`src/rtl/seq_pkg.sv`:
```
`default_nettype none
// ============================================================================
// Package     : seq_pkg
// Description : Shared types and constants for the serial sequence
//               generator/detector family.
// Revision    : 1.0 - initial release
// ============================================================================
package seq_pkg;

  // Transmitter states; GAP is only reachable when SEQ_TX_GAP_EN is defined.
  typedef enum logic [1:0] {
    IDLE  = 2'd0,
    SHIFT = 2'd1,
    GAP   = 2'd2
  } state_e;

  localparam int DATA_W_DEF = 4;
  localparam int REPS_W_DEF = 4;

  // Reference pattern searched for by the 1011 detectors.
  localparam logic [3:0] PATTERN_1011 = 4'b1011;

endpackage
`default_nettype wire

```
`src/rtl/seq_pattern_tx.sv`:
```
`default_nettype none
// ============================================================================
// Module      : seq_pattern_tx
// Description : Serial pattern transmitter. Accepts a pattern and a repeat
//               count over valid/ready, then sends the pattern MSB-first,
//               one bit per clock, (in_reps + 1) times.
// Options     : SEQ_TX_GAP_EN - insert one invalid GAP cycle after every
//               frame (including the last) so frame boundaries are visible.
// Revision    : 1.0 - initial release
// ============================================================================
module seq_pattern_tx
  import seq_pkg::*;
#(
  parameter int DATA_W = DATA_W_DEF,
  parameter int REPS_W = REPS_W_DEF
) (
  input  logic              clk,
  input  logic              reset,
  input  logic              in_valid,
  output logic              in_ready,
  input  logic [DATA_W-1:0] in_data,
  input  logic [REPS_W-1:0] in_reps,
  output logic              x,
  output logic              x_valid,
  output logic              frame_start,
  output logic              busy,
  output logic              done
);

  localparam int                BCNT_W   = $clog2(DATA_W);
  localparam logic [BCNT_W-1:0] LAST_BIT = BCNT_W'(DATA_W - 1);

  state_e              state_q, state_d;
  logic [DATA_W-1:0]   pat_q, pat_d;     // pattern captured at handshake
  logic [DATA_W-1:0]   sreg_q, sreg_d;   // MSB is the bit currently on x
  logic [BCNT_W-1:0]   bcnt_q, bcnt_d;   // bits left in frame after current
  logic [REPS_W-1:0]   fcnt_q, fcnt_d;   // frames left after current
  logic                x_q, x_d;
  logic                xv_q, xv_d;
  logic                fs_q, fs_d;
  logic                busy_q, busy_d;
  logic                done_q, done_d;
  logic                frame_end;

  // Next-state and registered-output computation; outputs are prepared one
  // cycle ahead so they leave the block straight from flops.
  always_comb begin
    state_d   = state_q;
    pat_d     = pat_q;
    sreg_d    = sreg_q;
    bcnt_d    = bcnt_q;
    fcnt_d    = fcnt_q;
    x_d       = 1'b0;
    xv_d      = 1'b0;
    fs_d      = 1'b0;
    busy_d    = 1'b0;
    done_d    = 1'b0;
    frame_end = 1'b0;

    case (state_q)
      IDLE: begin
        if (in_valid) begin
          pat_d   = in_data;
          sreg_d  = in_data;
          bcnt_d  = LAST_BIT;
          fcnt_d  = in_reps;
          state_d = SHIFT;
          x_d     = in_data[DATA_W-1];
          xv_d    = 1'b1;
          fs_d    = 1'b1;
          busy_d  = 1'b1;
        end
      end
      SHIFT: begin
        if (bcnt_q != '0) begin
          bcnt_d = bcnt_q - 1'b1;
          sreg_d = sreg_q << 1;
          x_d    = sreg_d[DATA_W-1];
          xv_d   = 1'b1;
          busy_d = 1'b1;
        end else begin
`ifdef SEQ_TX_GAP_EN
          state_d = GAP;
          busy_d  = 1'b1;
`else
          frame_end = 1'b1;
`endif
        end
      end
`ifdef SEQ_TX_GAP_EN
      GAP: begin
        frame_end = 1'b1;
      end
`endif
      default: begin
        state_d = IDLE;
      end
    endcase

    // A frame has been fully sent: either start the next repeat with no
    // idle cycle or finish the transaction.
    if (frame_end) begin
      if (fcnt_q != '0) begin
        fcnt_d  = fcnt_q - 1'b1;
        sreg_d  = pat_q;
        bcnt_d  = LAST_BIT;
        state_d = SHIFT;
        x_d     = pat_q[DATA_W-1];
        xv_d    = 1'b1;
        fs_d    = 1'b1;
        busy_d  = 1'b1;
      end else begin
        state_d = IDLE;
        done_d  = 1'b1;
      end
    end
  end

  // State and output registers; an asserted reset aborts any frame at once.
  always_ff @(posedge clk or negedge reset) begin
    if (!reset) begin
      state_q <= IDLE;
      pat_q   <= '0;
      sreg_q  <= '0;
      bcnt_q  <= '0;
      fcnt_q  <= '0;
      x_q     <= 1'b0;
      xv_q    <= 1'b0;
      fs_q    <= 1'b0;
      busy_q  <= 1'b0;
      done_q  <= 1'b0;
    end else begin
      state_q <= state_d;
      pat_q   <= pat_d;
      sreg_q  <= sreg_d;
      bcnt_q  <= bcnt_d;
      fcnt_q  <= fcnt_d;
      x_q     <= x_d;
      xv_q    <= xv_d;
      fs_q    <= fs_d;
      busy_q  <= busy_d;
      done_q  <= done_d;
    end
  end

  assign in_ready    = (state_q == IDLE);
  assign x           = x_q;
  assign x_valid     = xv_q;
  assign frame_start = fs_q;
  assign busy        = busy_q;
  assign done        = done_q;

endmodule
`default_nettype wire

```
`config.mk`:
```
export PLATFORM = sky130hd
export DESIGN_NAME = seq_pattern_tx
export DESIGN_NICKNAME = d
export VERILOG_FILES = /design/src/rtl/seq_pkg.sv /design/src/rtl/seq_pattern_tx.sv
export SDC_FILE = /design/constraint.sdc
export NUM_CORES = 1
export LEC_CHECK = 0
export BUFFER_PORTS_ARGS = -buffer_cell sky130_fd_sc_hd__buf_2
export CAP_MARGIN = 25
export CORE_AREA = 2 2 44 46
export DETAILED_ROUTE_END_ITERATION = 10
export DIE_AREA = 0 0 46 48
export MAX_ROUTING_LAYER = met4
export PLACE_DENSITY = 0.86
export SLEW_MARGIN = 20
export SYNTH_ARGS = -nofsm -noshare
export SYNTH_HDL_FRONTEND = slang
export SYNTH_SLANG_ARGS = --single-unit
```
`constraint.sdc`:
```
create_clock -name clk -period 3.8 [get_ports clk]
set_input_delay 0 -clock clk [delete_from_list [all_inputs] [get_ports clk]]
set_output_delay 0 -clock clk [all_outputs]
set_load 0.01 [all_outputs]
```
; ---- Word-level counts from Yosys, hierarchy flattened
; Cells that the tools add are included.
; W data, S select, Z words.
[classes]
n_addsub = 2
n_eq_ne = 3
mux = 35
n_reduce_logical = 5
[op_table]
columns = op, n
row1 = $mux W4, 8
row2 = $mux W1, 16
row3 = $mux W2, 6
row4 = $pmux W2 S2, 2
row5 = $pmux W4 S2, 1
row6 = $pmux W1 S2, 2
row7 = $reduce_and A2 Y1, 2
row8 = $reduce_bool A4 Y1, 1
row9 = $sub A4 B1 Y4 const B, 1
row10 = $ne A3 B2 Y1 const B, 1
row11 = $eq A2 B1 Y1 const B, 1
row12 = $logic_not A2 Y1, 1
row13 = $ne A2 B2 Y1 const B, 1
row14 = $reduce_bool A2 Y1, 1
row15 = $sub A2 B1 Y2 const B, 1
[totals]
register_bits = 20
inputBits = 11
out_inout_bits = 6
elab_cells = 54

; ---- Longest topological paths before layout
[depth]
depth_word = 5
ltp_mapped = 5
ltp_nobuf = 5

; ---- Worst setup path before layout
; OpenSTA, ideal clock, no wires.
[synth_path]
path_kind = register to register
startpoint = reg bcnt_q[1]
endpoint = reg x_q, in the netlist x
setup_ns = 0.125
arrival_time_ns = 1.367
required_ns = 3.675
setup_slack_ns = 2.308
stages_incl_launch_ff = 5
n_path_buf = 1
synth_period_minus_slack_ns = 1.492
path_cell_list = dfrtp_1 > or3b_1 > buf_6 > nor2_8 > mux2_4
[synth_via]
elab_chain_cells = 5
elab_cells_between_ends = 7
classes_between = mux: 6 / reduce/logical: 1
[synth_lines]
columns = item, line
row1 = start: declaration, seq_pattern_tx.sv:36  ; logic [BCNT_W-1:0] bcnt_q, bcnt_d;
row2 = start signal: assignment, seq_pattern_tx.sv:136  ; bcnt_q <= bcnt_d;
row3 = $reduce_bool A2 Y1 *, seq_pattern_tx.sv:75  ; if (bcnt_q != '0) begin
row4 = $mux W1, seq_pattern_tx.sv:75
row5 = $pmux W1 S2, seq_pattern_tx.sv:60  ; case (state_q)
row6 = $mux W1, seq_pattern_tx.sv:103  ; if (fcnt_q != '0) begin
row7 = $mux W1 *, seq_pattern_tx.sv:102  ; if (frame_end) begin
row8 = named net x_d, seq_pattern_tx.sv:38  ; logic x_q, x_d;
row9 = end signal: assignment, seq_pattern_tx.sv:127  ; x_q <= 1'b0;
row10 = end signal: assignment, seq_pattern_tx.sv:138  ; x_q <= x_d;
row11 = end: declaration, seq_pattern_tx.sv:38
; The timed path passes the listed nets; every way through them passes the cells marked *.
; A chain may end at the register's enable or synchronous reset.

; ---- Worst setup path after layout
[layout_path]
startpoint = reg state_q[0]
endpoint = reg fcnt_q[0]
[layout_via]
elab_chain_cells = 4
elab_cells_between_ends = 6
classes_between = eq/ne: 1 / mux: 4 / reduce/logical: 1
[layout_lines]
columns = item, line
row1 = start: declaration, seq_pattern_tx.sv:33  ; state_e state_q, state_d;
row2 = start signal: assignment, seq_pattern_tx.sv:133  ; state_q <= state_d;
row3 = $logic_not A2 Y1, seq_pattern_tx.sv:60
row4 = $mux W4, seq_pattern_tx.sv:60
row5 = $mux W4, seq_pattern_tx.sv:103
row6 = $mux W4 *, seq_pattern_tx.sv:102
row7 = named net fcnt_d[0], seq_pattern_tx.sv:37  ; logic [REPS_W-1:0] fcnt_q, fcnt_d;
row8 = end signal: assignment, seq_pattern_tx.sv:137  ; fcnt_q <= fcnt_d;
row9 = end: declaration, seq_pattern_tx.sv:37
; Marks and branches as above.

==> flow_metrics.env <==
export IMPL_fin_crit_sh_pct=46.56
export IMPL_syn_to_final_growth_pct=18.60
export IMPL_timing_hold_worst_class="in -> reg"
export IMPL_timing_critical_path_to="fcnt_q[0]"
export IMPL_cts_tree="yes"
export IMPL_port_buffers=16
export IMPL_fmaxAchievable_mhz=565.2
export IMPL_timing_hold_worst_path_depth=3
export IMPL_synthXorXnorAreaFrac_pct=0
export IMPL_critical_path_max_fanout=12
export IMPL_number_of_antenna_violations_at_the_first_check_in_global_routing=0
export IMPL_switching_share_pct=35.93
export IMPL_power_density_nw_per_um2=711.2
export IMPL_grt_start_max_net_pins=19
export IMPL_drcViolationCount=0
export IMPL_synth_compound_area_share_pct=18.18
export IMPL_globalplace_congestion=0.8262
export IMPL_post_synth_edffs=0
export IMPL_drv_cap=0
export IMPL_place_detailed_hpwl_microns=1181
export IMPL_floorplan_initialDensity_pct=52.96
export IMPL_yosysWarningCount=0
export IMPL_finalCriticalPeriod_ns=1.769
export IMPL_track_usage_pct=16.69
export IMPL_report_final_hold_viol_count=0
export IMPL_final_nets=115
export IMPL_outcome="finished, final reports clean"
export IMPL_drive_above_1_share_pct=31.37
export IMPL_synthTopCellsByArea="sky130_fd_sc_hd__dfrtp_1 (50%), sky130_fd_sc_hd__a32o_1 (4.5%), sky130_fd_sc_hd__nand2_1 (4.2%), sky130_fd_sc_hd__a221o_2 (3.8%), sky130_fd_sc_hd__inv_1 (3.4%)"
export IMPL_power_switching_uw=271.1
export IMPL_clock_tree_root_cell="sky130_fd_sc_hd__clkbuf_4"
export IMPL_detail_route_first_pass_iterations=4
export IMPL_core_region_area_sq_um=1689
export IMPL_numPlacedInstances=109
export IMPL_first_global_vias=615
export IMPL_cp_capture_type="register"
export IMPL_setup_worst_path_class="reg -> reg"
export IMPL_clock_path_buffers=2
export IMPL_cts_htree_levels=1
export IMPL_final_cells=119
export IMPL_regToRegStartpoint="state_q[0]"
export IMPL_dominantRegCellSynth="sky130_fd_sc_hd__dfrtp_1"
export IMPL_synth_async_sr_flop_share_pct=100.0
export IMPL_timing_worst_slew_pin_value_ns=0.8773
export IMPL_synth_ff_latch_count=18
export IMPL_vias=664
export IMPL_yosys_mux_area_fraction_pct=3.916
export IMPL_synth_adder_area_share_pct=1.399
export IMPL_share_clk_of_total_power_pct=15.6
export IMPL_seq_area_frac_synth_pct=50.35
export IMPL_clock_latency_ns=0.29
export IMPL_setup_tns_final_ns=0
export IMPL_die_area_sq_um=2208
export IMPL_floorplan_row_count=15
export IMPL_power_combinational_fraction_pct=39.8
export IMPL_grt_pass1_wl_microns=2518
export IMPL_report_final_setup_viol=0
export IMPL_drt_initial_drc_count=13
export IMPL_worst_ir_drop_on_vdd_mv=0.3566
export IMPL_worstSetupStartpoint="state_q[0]"
export IMPL_post_drt_wl_per_cell_microns=13.83
export IMPL_floorplan_die_height_microns=48
export IMPL_antenna_cells_inserted=0
export IMPL_number_of_buffers_inserted_during_clock_tree_synthesis=3
export IMPL_grt_setup_unrepaired="no"
export IMPL_maxSlewHeadroom_pct=41.40
export IMPL_post_synth_top_count_cell="sky130_fd_sc_hd__dfrtp_1"
export IMPL_timing_reg2reg_setup_slack_ns=2.03
export IMPL_placement_cell_area_sq_um=964.7
export IMPL_route_detailed_vias_per_inst=5.580
export IMPL_io_pins=17
export IMPL_ys_types=29
export IMPL_die_width_microns=46
export IMPL_main_combinational_cell_family_by_area_after_synthesis="simple AND/OR/NAND/NOR gates"
export IMPL_cellLeakagePower_nw=0.5055
export IMPL_synth_nets=92
export IMPL_synth_avg_cell_area_sq_um=11.18
export IMPL_share_seq_of_total_power_pct=44.6
export IMPL_netlist_top_cells_count="sky130_fd_sc_hd__dfrtp_1 (18), sky130_fd_sc_hd__nand2_1 (10), sky130_fd_sc_hd__inv_1 (8)"
export IMPL_final_max_slew_viol_count=0
export IMPL_yosys_area_share_simple_pct=19.30
export IMPL_clock_sinks=18
export IMPL_worstPathRequired_ns=3.99
export IMPL_number_of_setup_buffers_added_after_cts=0
export IMPL_intPower_uw=483.5
export IMPL_rr_endpoint="fcnt_q[0]"
export IMPL_grt_overflow=0
export IMPL_layout_cell_area_non_filler_sq_um=1061
export IMPL_critical_path_startpoint_category="register"
export IMPL_clock_tree_skew_after_final_layout_ns=0.002365
export IMPL_worstPathArrival_ns=1.96
export IMPL_area_leader_netlist="sky130_fd_sc_hd__dfrtp_1"
export IMPL_clk_pin_slew_worst_paths_ns=0.10
export IMPL_r2r_cells=3
export IMPL_yosys_area_top_type_share_pct=50.35
export IMPL_post_synth_instance_area_sq_um=894.6
export IMPL_ant_nets=0
export IMPL_synth_cells=80
export IMPL_postRouteWirelength_microns=1646
export IMPL_p_total_uw=754.6
[kinds of logic after synthesis]
logic type	count (synthesis)
AND/OR/NAND/NOR	29
flip-flops	18
AO/OA/AOI/OAI	17
buffers and inverters	12
multiplexers	3
adder cells (fa/ha/maj)	1
[worst max-delay path, stage by stage (launching register included)]
cell and delay, ns:
sky130_fd_sc_hd__dfrtp_1 0.52, sky130_fd_sc_hd__nor2b_1 0.74, sky130_fd_sc_hd__a21oi_2 0.09, sky130_fd_sc_hd__a221o_1 0.32
[power by group through the flow]
| stage | Combinational [mW] | Clock, mW | Sequential (mW) |
|---|---|---|---|
| floorplan | 0.253 | 0 | 0.325 |
| finish | 0.301 | 0.117 | 0.337 |
| CTS | 0.303 | 0.121 | 0.334 |
| global route | 0.332 | 0.129 | 0.348 |
| detailed placement | 0.297 | 0 | 0.337 |
| global placement | 0.285 | 0 | 0.334 |
[sequential cells by signal, summed over array words and instances, names as in the netlist]
register     flops
frame_start      1
state_q          1
bcnt_q           2
x                1
sreg_q           3
pat_q            4
done             1
busy             1
fcnt_q           4
[cell usage in the layout (no fill, tap or decap), types with 3 or more instances in the layout]
| cell type | Yosys | final |
|---|---|---|
| sky130_fd_sc_hd__a221o_2 | 3 | 3 |
| sky130_fd_sc_hd__a32o_1 | 4 | 4 |
| sky130_fd_sc_hd__buf_2 | 1 | 16 |
| sky130_fd_sc_hd__clkbuf_4 | 0 | 3 |
| sky130_fd_sc_hd__dfrtp_1 | 18 | 18 |
| sky130_fd_sc_hd__dlygate4sd3_1 | 0 | 6 |
| sky130_fd_sc_hd__inv_1 | 8 | 8 |
| sky130_fd_sc_hd__nand2_1 | 10 | 10 |
| sky130_fd_sc_hd__nor2_1 | 4 | 4 |
| sky130_fd_sc_hd__nor3_1 | 4 | 4 |
[metrics by stage]
stage,util [%],setup WS [ns],hold WS (ns)
2_1_floorplan,-,2.308,-0.2956
3_5_place_dp,57.11,2.044,-0.05710
5_1_grt,62.81,1.908,0.01713
3_3_place_gp,57.11,2.084,-0.05871
6_report,62.81,2.031,0.01033
4_1_cts,62.81,2.048,0.01025
[worst min path at each step]
stage	start	endpoint	slack [ns]
2_1_floorplan	reset	bcnt_q[0]	-0.30
3_3_place_gp	reset	frame_start	-0.06
3_5_place_dp	reset	fcnt_q[2]	-0.06
4_1_cts	in_reps[1]	fcnt_q[1]	0.01
5_1_grt	in_reps[1]	fcnt_q[1]	0.02
6_report	in_reps[1]	fcnt_q[1]	0.01
[routing by layer]
layer  up-vias  wire length, microns  global-route usage [%]
met3         2                    76                   2.264
li1        328                     -                       -
met2        23                   790                   25.83
met4         0                    23                   8.571
met1       311                   755                   21.26
met5         -                     0                       -
[layout make-up]
class	count	area [sq um]
Fill cell	124	628.1
Sequential cell	18	450.4
Multi-Input combinational cell	50	382.9
Timing Repair Buffer	22	140.1
Clock buffer	4	36.28
Inverter	8	30.03
Tap cell	17	21.27
[what timing repair did]
| action | CTS | global route |
|---|---|---|
| endpoints found under the setup margin | 0 | 0 |
| gates resized for setup | 0 | 0 |
| endpoints found under the hold margin | 23 | 0 |
| hold buffers | 6 | 0 |
No activity file was read; power rests on OpenSTA's default activity.
